### config.mk
export PLATFORM = sky130hd
export DESIGN_NAME = mod6_seq_monitor
export DESIGN_NICKNAME = d
export VERILOG_FILES = /design/src/rtl/mod6_seq_monitor_pkg.sv /design/src/rtl/mod6_next.sv /design/src/rtl/mod6_seq_monitor.sv
export SDC_FILE = /design/constraint.sdc
export NUM_CORES = 1
export LEC_CHECK = 0
export BUFFER_PORTS_ARGS = -buffer_cell sky130_fd_sc_hd__buf_2
export CORE_UTILIZATION = 48
export CTS_CLUSTER_SIZE = 14
export DETAILED_ROUTE_END_ITERATION = 10
export GPL_TIMING_DRIVEN = 0
export PLACE_DENSITY = 0.79
export SETUP_SLACK_MARGIN = 0.5
export SLEW_MARGIN = 0
export SYNTH_ARGS = -nofsm -noshare
export SYNTH_HDL_FRONTEND = slang
export SYNTH_HIERARCHICAL = 1
export SYNTH_SLANG_ARGS = --single-unit
### constraint.sdc
create_clock -name clk -period 3 [get_ports clk]
set_clock_uncertainty 0.1 [all_clocks]
set_input_delay 0.45 -clock clk [delete_from_list [all_inputs] [get_ports clk]]
set_output_delay 0.45 -clock clk [all_outputs]
set_load 0.02 [all_outputs]
### src/rtl/mod6_seq_monitor_pkg.sv
// Shared types and constants for the mod-6 sequence monitor.
// State encoding and counter limits used by the monitor and its helper.
package mod6_seq_monitor_pkg;

  localparam int CNT_W = 3;
  localparam logic [CNT_W-1:0] CNT_MAX = 3'd5;

  typedef enum logic [1:0] {
    SYNC  = 2'd0,
    LOCK  = 2'd1,
    FAULT = 2'd2
  } state_e;

endpackage

### src/rtl/mod6_next.sv
// Combinational mod-6 successor with an out-of-range flag.
// Values 6 and 7 are flagged illegal and map to 0.
module mod6_next
  import mod6_seq_monitor_pkg::*;
(
  input  logic [CNT_W-1:0] val,
  output logic [CNT_W-1:0] nxt,
  output logic             illegal
);

  always_comb begin
    illegal = (val > CNT_MAX);
    nxt     = (val >= CNT_MAX) ? '0 : val + 3'd1;
  end

endmodule

### src/rtl/mod6_seq_monitor.sv
// Watches a mod-6 counter stream: locks onto it, counts 5->0 wraps,
// and latches a fault on any out-of-sequence sample until cleared.
module mod6_seq_monitor
  import mod6_seq_monitor_pkg::*;
#(
  parameter int WRAP_W = 8
) (
  input  logic              clk,
  input  logic              reset,
  input  logic              en,
  input  logic [CNT_W-1:0]  cnt,
  input  logic              clr,
  output logic              locked,
  output logic              wrap_pulse,
  output logic [WRAP_W-1:0] wrap_cnt,
  output logic              wrap_ovf,
  output logic              err,
  output logic              err_sticky
);

  state_e            state_q, state_d;
  logic [CNT_W-1:0]  prev_q, prev_d;
  logic              locked_q, locked_d;
  logic              wrap_pulse_q, wrap_pulse_d;
  logic [WRAP_W-1:0] wrap_cnt_q, wrap_cnt_d;
  logic              wrap_ovf_q, wrap_ovf_d;
  logic              err_q, err_d;
  logic              err_sticky_q, err_sticky_d;

  logic [CNT_W-1:0]  nx_in;
  logic [CNT_W-1:0]  nx_out;
  logic              nx_ill;
  logic [WRAP_W:0]   wrap_inc;

  // One helper serves both states: legality of cnt in SYNC,
  // expected successor of prev in LOCK.
  assign nx_in = (state_q == LOCK) ? prev_q : cnt;

  mod6_next u_next (
    .val     (nx_in),
    .nxt     (nx_out),
    .illegal (nx_ill)
  );

  assign wrap_inc = {1'b0, wrap_cnt_q}
                  + {{WRAP_W{1'b0}}, 1'b1};

  always_comb begin
    state_d      = state_q;
    prev_d       = prev_q;
    wrap_cnt_d   = wrap_cnt_q;
    wrap_ovf_d   = wrap_ovf_q;
    err_sticky_d = err_sticky_q;
    wrap_pulse_d = 1'b0;
    err_d        = 1'b0;
    if (clr) begin
      state_d      = SYNC;
      wrap_cnt_d   = '0;
      wrap_ovf_d   = 1'b0;
      err_sticky_d = 1'b0;
    end else if (en) begin
      case (state_q)
        SYNC: begin
          if (nx_ill) begin
            state_d      = FAULT;
            err_d        = 1'b1;
            err_sticky_d = 1'b1;
          end else begin
            prev_d  = cnt;
            state_d = LOCK;
          end
        end
        LOCK: begin
          if (cnt == nx_out) begin
            prev_d = cnt;
            if (prev_q == CNT_MAX) begin
              wrap_pulse_d = 1'b1;
              wrap_cnt_d   = wrap_inc[WRAP_W-1:0];
              wrap_ovf_d   = wrap_ovf_q | wrap_inc[WRAP_W];
            end
          end else begin
            state_d      = FAULT;
            err_d        = 1'b1;
            err_sticky_d = 1'b1;
          end
        end
        FAULT: ;
        default: state_d = SYNC;
      endcase
    end else if (!(state_q inside {SYNC, LOCK, FAULT})) begin
      state_d = SYNC;
    end
    locked_d = (state_d == LOCK);
  end

  always_ff @(posedge clk or negedge reset) begin
    if (!reset) begin
      state_q      <= SYNC;
      prev_q       <= '0;
      locked_q     <= 1'b0;
      wrap_pulse_q <= 1'b0;
      wrap_cnt_q   <= '0;
      wrap_ovf_q   <= 1'b0;
      err_q        <= 1'b0;
      err_sticky_q <= 1'b0;
    end else begin
      state_q      <= state_d;
      prev_q       <= prev_d;
      locked_q     <= locked_d;
      wrap_pulse_q <= wrap_pulse_d;
      wrap_cnt_q   <= wrap_cnt_d;
      wrap_ovf_q   <= wrap_ovf_d;
      err_q        <= err_d;
      err_sticky_q <= err_sticky_d;
    end
  end

  assign locked     = locked_q;
  assign wrap_pulse = wrap_pulse_q;
  assign wrap_cnt   = wrap_cnt_q;
  assign wrap_ovf   = wrap_ovf_q;
  assign err        = err_q;
  assign err_sticky = err_sticky_q;

endmodule

[Word-level counts from Yosys, hierarchy flattened]
Index checks and enable logic that the tools add are counted.
Word-level totals
  input port bits: 7
  word-level logic and storage cells: 70
  memories: 0
  register bits: 18
  ROM bits: 0
  latch bits: 0
  RAM bits: 0
Operators by class
  multipliers: 0
  equality and inequality tests: 9
  shifts and indexed selects: 0
  bitwise logic cells: 2
  order comparisons: 2
  div/mod/pow operators: 0
  multiplexer cells: 36
  reduce and logical (&&, ||, !) cells: 11
  $add $sub $neg: 2
Operators with widths (count)
  $mux W8: 5
  $mux W1: 18
  $mux W3: 4
  $mux W2: 5
  $reduce_bool A2 Y1: 5
  $add A8 B1 Y9 const B: 1
  $reduce_and A4 Y1: 2
  $ne A3 B3 Y1 const B: 2
  $pmux W2 S3: 1
  $pmux W3 S2: 1
  $reduce_bool A3 Y1: 2
  $reduce_and A5 Y1: 1
  $eq A2 B1 Y1 const B: 2
  $pmux W1 S2: 2
  $add A3 B1 Y3 const B: 1
  $eq A3 B3 Y1: 1
  $eq A3 B3 Y1 const B: 1
  $ge A3 B3 Y1 const B: 1
  $gt A3 B3 Y1 const B: 1
  $eq A2 B2 Y1 const B: 1
  $logic_not A2 Y1: 1
  $ne A2 B1 Y1 const B: 1
  $ne A2 B2 Y1 const B: 1
  $not A1 Y1: 1
  $or A1 B1 Y1: 1

[Logic depth before layout (Yosys ltp)]
  word-level depth: 10
  depth in mapped cells: 11
  gate-level depth less buffers: 10

[Hierarchy]
The synthesis kept the hierarchy.
Modules (own cells, without submodules)
  mod6_seq_monitor: times used 1, cells each 90, seq. area each 450.4 um^2, area each 923.4 um^2
  mod6_next: times used 1, cells each 11, seq. area each 0.0 um^2, area each 80.1 um^2

[Worst setup path before layout]
No wires, ideal clock.
  path type: register to register
  from: reg state_q[0]
  to: reg wrap_cnt_q[6] (netlist: wrap_cnt[6])
  path buffers: 0
  stages on the path, launching flop included: 10
  library setup time: 78 ps
  data arrival time: 2842 ps
  clock period less this slack: 3020 ps
  setup slack: -20 ps
  cell sequence: dfrtp_1 -> nor2b_1 -> mux2_2 -> ha_1 -> or3_1 -> a21oi_1 -> xnor2_1 -> nand3_1 -> or4_1 -> a21oi_1
On the way
  word-level cells in the longest chain between the ends: 7
  elaborated cells between the ends (all ways): 9
Ends and longest elaborated chain
  start: declaration: line mod6_seq_monitor.sv:21  | state_e state_q, state_d;
  start signal: assignment: line mod6_seq_monitor.sv:107  | state_q <= state_d;
  $eq A2 B1 Y1 (*): line mod6_seq_monitor.sv:37  | assign nx_in = (state_q == LOCK) ? prev_q : cnt;
  $mux W3 (*): line mod6_seq_monitor.sv:37
  net nx_in[0]: line mod6_seq_monitor.sv:30  | logic [CNT_W-1:0] nx_in;
  $add A3 B1 Y3 or $ge A3 B3 Y1 (tied branches): line mod6_next.sv:13  | nxt = (val >= CNT_MAX) ? '0 : val + 3'd1;
  $mux W3 (*): line mod6_next.sv:13
  net nx_out[1]: line mod6_seq_monitor.sv:31  | logic [CNT_W-1:0] nx_out;
  $eq A3 B3 Y1 (*): line mod6_seq_monitor.sv:74  | if (cnt == nx_out) begin
  $reduce_bool A2 Y1 (no source line) (*)
  $reduce_and A4 Y1 (no source line) (*)
  end signal: assignment: line mod6_seq_monitor.sv:111  | wrap_cnt_q <= wrap_cnt_d;
  end: declaration: line mod6_seq_monitor.sv:25  | logic [WRAP_W-1:0] wrap_cnt_q, wrap_cnt_d;
The timed path passes the listed nets; every way through them passes the cells marked *.
A chain may end at the register's enable or synchronous reset.

[Final worst setup path]
  from: reg state_q[1]
  to: reg wrap_cnt_q[6] (netlist: wrap_cnt[6])
The elaborated chain is that of the path after synthesis.

==> impl_metrics.yaml <==
place:
  hpwl_mm: 1.45
  gp_congestion: 0.915
  port_buffers: 19
sta:
  timing.final.crit_share: 0.949
  clock.fmax_ghz: 0.351
  finalHoldViolCount: 0
  slew_headroom: 0.641
  finalSetupTns_ps: 0
  min_period_ps: 2850
  setup_viol: 0
  worst_pin_slew_ps: 539
  slew_viol_final: 0
  rsz0062_at_grt: "true"
setup_path:
  end_kind: "flop"
  cp_slowest_cell: "or4_4"
  reg2reg_slack_ps: 150
  crit_fanout: 6
  worst_setup_path_start_kind: "flop"
  r2r-end: "wrap_cnt[6]$_DFFE_PN0P_"
  critPathBufInv: 0
  critPathKind: "reg2reg"
  r2r-start: "state_q[1]$_DFF_PN0_"
  cpPeakStageDelay_ps: 510
  worstRegToRegCells: 9
  crit_start: "state_q[1]$_DFF_PN0_"
  cpLargestDelayFamily: "simple AND/OR/NAND/NOR gates"
  cp.required_ps: 3120
  cp_cell_sequence: "nor2b_4 -> mux2_4 -> ha_4 -> or3_1 -> a21oi_2 -> xnor2_2 -> nand3_2 -> or4_4 -> a21oi_2"
  arrival_ps: 2970
  cpMostUsedCell: "a21oi_2"
global_route:
  grt_max_degree: 19
  antenna_found_initial: 0
  overflow: 0
  grt_pass1_vias: 782
  grt_pass1_wl_mm: 3.39
  track_usage: 0.217
drt:
  topRoutingLayerUsed: "met4"
  drc: 0
  ant_nets: 0
  routed_via_density: 5.90
  met3WireLength_um: 112
  wl_per_cell_um: 14.6
  wl_mm: 2.26
  wl_met1_mm: 1.03
  vias: 909
  first_iter_violations: 23
  wl_met2_mm: 1.10
  drt-pass1-iter-count: 4
clocking:
  clockBufferDepth: 2
  cts_sinks: 18
  path_clk_slew_ps: 90
  clk_latency_ps: 290
  cts_root_buf: "clkbuf_4"
  cts_buffers: 3
  htree_levels: 1
  cts_tree: "built"
yosys:
  syn_nets: 111
  synth_cell_types: 30
  syn_area_um2: 1000
  synthCells: 101
  yosys_warnings: 6
  synth_async_sr_flop_share: 1.00
  postSynthAreaPerCell_um2: 9.94
  ys_seq_area_frac: 0.449
  synth-edff-count: 0
  ys_seq_elements: 18
  synth-main-ff-cell: "dfrtp_1"
run_status:
  outcome: "complete, no violations"
power:
  switching_share: 0.354
  clockPowerShare: 0.154
  power.leakage_uw: 0.000580
  p_int_uw: 478
  pwr_density_cell_nw_per_um2: 554
  p_switching_uw: 262
  power_frac_comb: 0.439
  seqPwrFrac: 0.407
  ir_worst_vdd_mv: 0.414
die:
  io_pins: 20
  die_w_um: 47.7
  design.core.area_um2: 1960
  die_area_um2: 2280
  die-height_um: 47.7
  rows: 16
  start_util: 0.511
layout:
  regArea_um2: 453
  fillCellCount: 153
  final_cell_mix: "buf_2 (20), dfrtp_1 (16), nor2_1 (8)"
  final_common_cell: "buf_2"
  nets: 139
  area_growth_pct: 33.2
  drive_above_1_share: 0.433
  multi_input_area_um2: 676
  antenna_cells: 0
  fin_util: 0.681
hold_path:
  worstHoldEndpoint: "state_q[0]$_DFF_PN0_"
  whs_path_depth: 2
  hp-start: "en"
  hp-class: "in2reg"
flow_run:
  cap_violations: 0
-- kinds of logic (layout without fill, tap and decap cells) --
logic type / Yosys count / count (layout) / synth area share
mux: 8 / 8 / 0.0885
fa+ha+maj: 3 / 3 / 0.0374
buf+inv: 7 / 32 / 0.0274
flops: 18 / 18 / 0.449
compound gates: 24 / 24 / 0.152
simple gates: 38 / 39 / 0.219
xor+xnor: 3 / 3 / 0.0262
-- routing by layer --
metal | up-vias | GRT usage
met5 | - | 0
met4 | 0 | 0.0667
met3 | 4 | 0.0679
met2 | 29 | 0.330
met1 | 437 | 0.296
li1 | 439 | -
-- worst max-delay path by stage --
stage,to,cells after the start
2_1_floorplan,wrap_cnt[6]$_DFFE_PN0P_,9
3_3_place_gp,wrap_cnt[4]$_DFFE_PN0P_,11
3_5_place_dp,wrap_cnt[3]$_DFFE_PN0P_,10
4_1_cts,wrap_cnt[3]$_DFFE_PN0P_,9
5_1_grt,wrap_cnt[6]$_DFFE_PN0P_,10
6_report,wrap_cnt[6]$_DFFE_PN0P_,9
-- stage by stage --
step	std cells	instance area [um2]	hold slack (ps)	setup WS [ps]	power (uW)
finish	154	1340	340	154	741
global route	154	1340	325	63.9	791
CTS	154	1250	318	212	689
detailed placement	147	1180	300	127	554
global placement	147	1180	293	159	545
floorplan	101	1050	54.4	342	499
-- cell usage after synthesis (all sizes together) (2+ instances only) --
library cell / instances / area [um2]
a21oi: 9 / 45.0
a31oi: 3 / 18.8
clkbuf: 2 / 7.51
dfrtp: 18 / 450
ha: 3 / 37.5
inv: 4 / 15.0
mux2: 7 / 78.8
nand2: 4 / 15.0
nand3: 4 / 20.0
nand4: 2 / 12.5
nand4b: 3 / 26.3
nor2: 9 / 33.8
nor2b: 3 / 18.8
nor4: 2 / 12.5
o21a: 2 / 15.0
o21ai: 2 / 10.0
o31ai: 4 / 30.0
o41ai: 2 / 17.5
or3: 2 / 12.5
or4: 4 / 30.0
xnor2: 3 / 26.3
-- power by group through the flow --
stage	Combinational [uW]	Clock (uW)	Sequential, uW
after floorplan	187	0	311
after global placement	240	0	306
after detailed placement	246	0	308
after CTS	271	120	298
after global routing	353	131	307
final	325	114	302
-- worst register-to-register path, delay by kind of cell, from the launching register on --
family	cells	cell delay [ps]
simple gates	4	1200
xor+xnor	1	180
flops	1	440
compound gates	2	310
fa+ha+maj	1	180
mux	1	360
-- state kept, by name (all words and copies together) (netlist names) --
name,count
wrap_cnt,8
prev_q,3
state_q,2
err,1
err_sticky,1
locked,1
wrap_ovf,1
wrap_pulse,1
-- final cells by class --
class	count	area share
Inverter	4	0.0112
Clock buffer	3	0.0169
Multi-Input combinational cell	77	0.506
Buffer	3	0.0122
Timing Repair Buffer	22	0.0899
Tap cell	27	0.0253
Sequential cell	18	0.339
-- repair_timing --
item / 4_1_cts / 5_1_grt
setup buffers: 2 / 0
endpoints found under the hold margin: 18 / 0
gates resized for setup: 4 / 18
cloned: 1 / 0
hold buffers: 1 / 0
setup endpoints to repair: 17 / 18
pin swaps: 2 / 6
No activity file was read; power rests on OpenSTA's default activity.
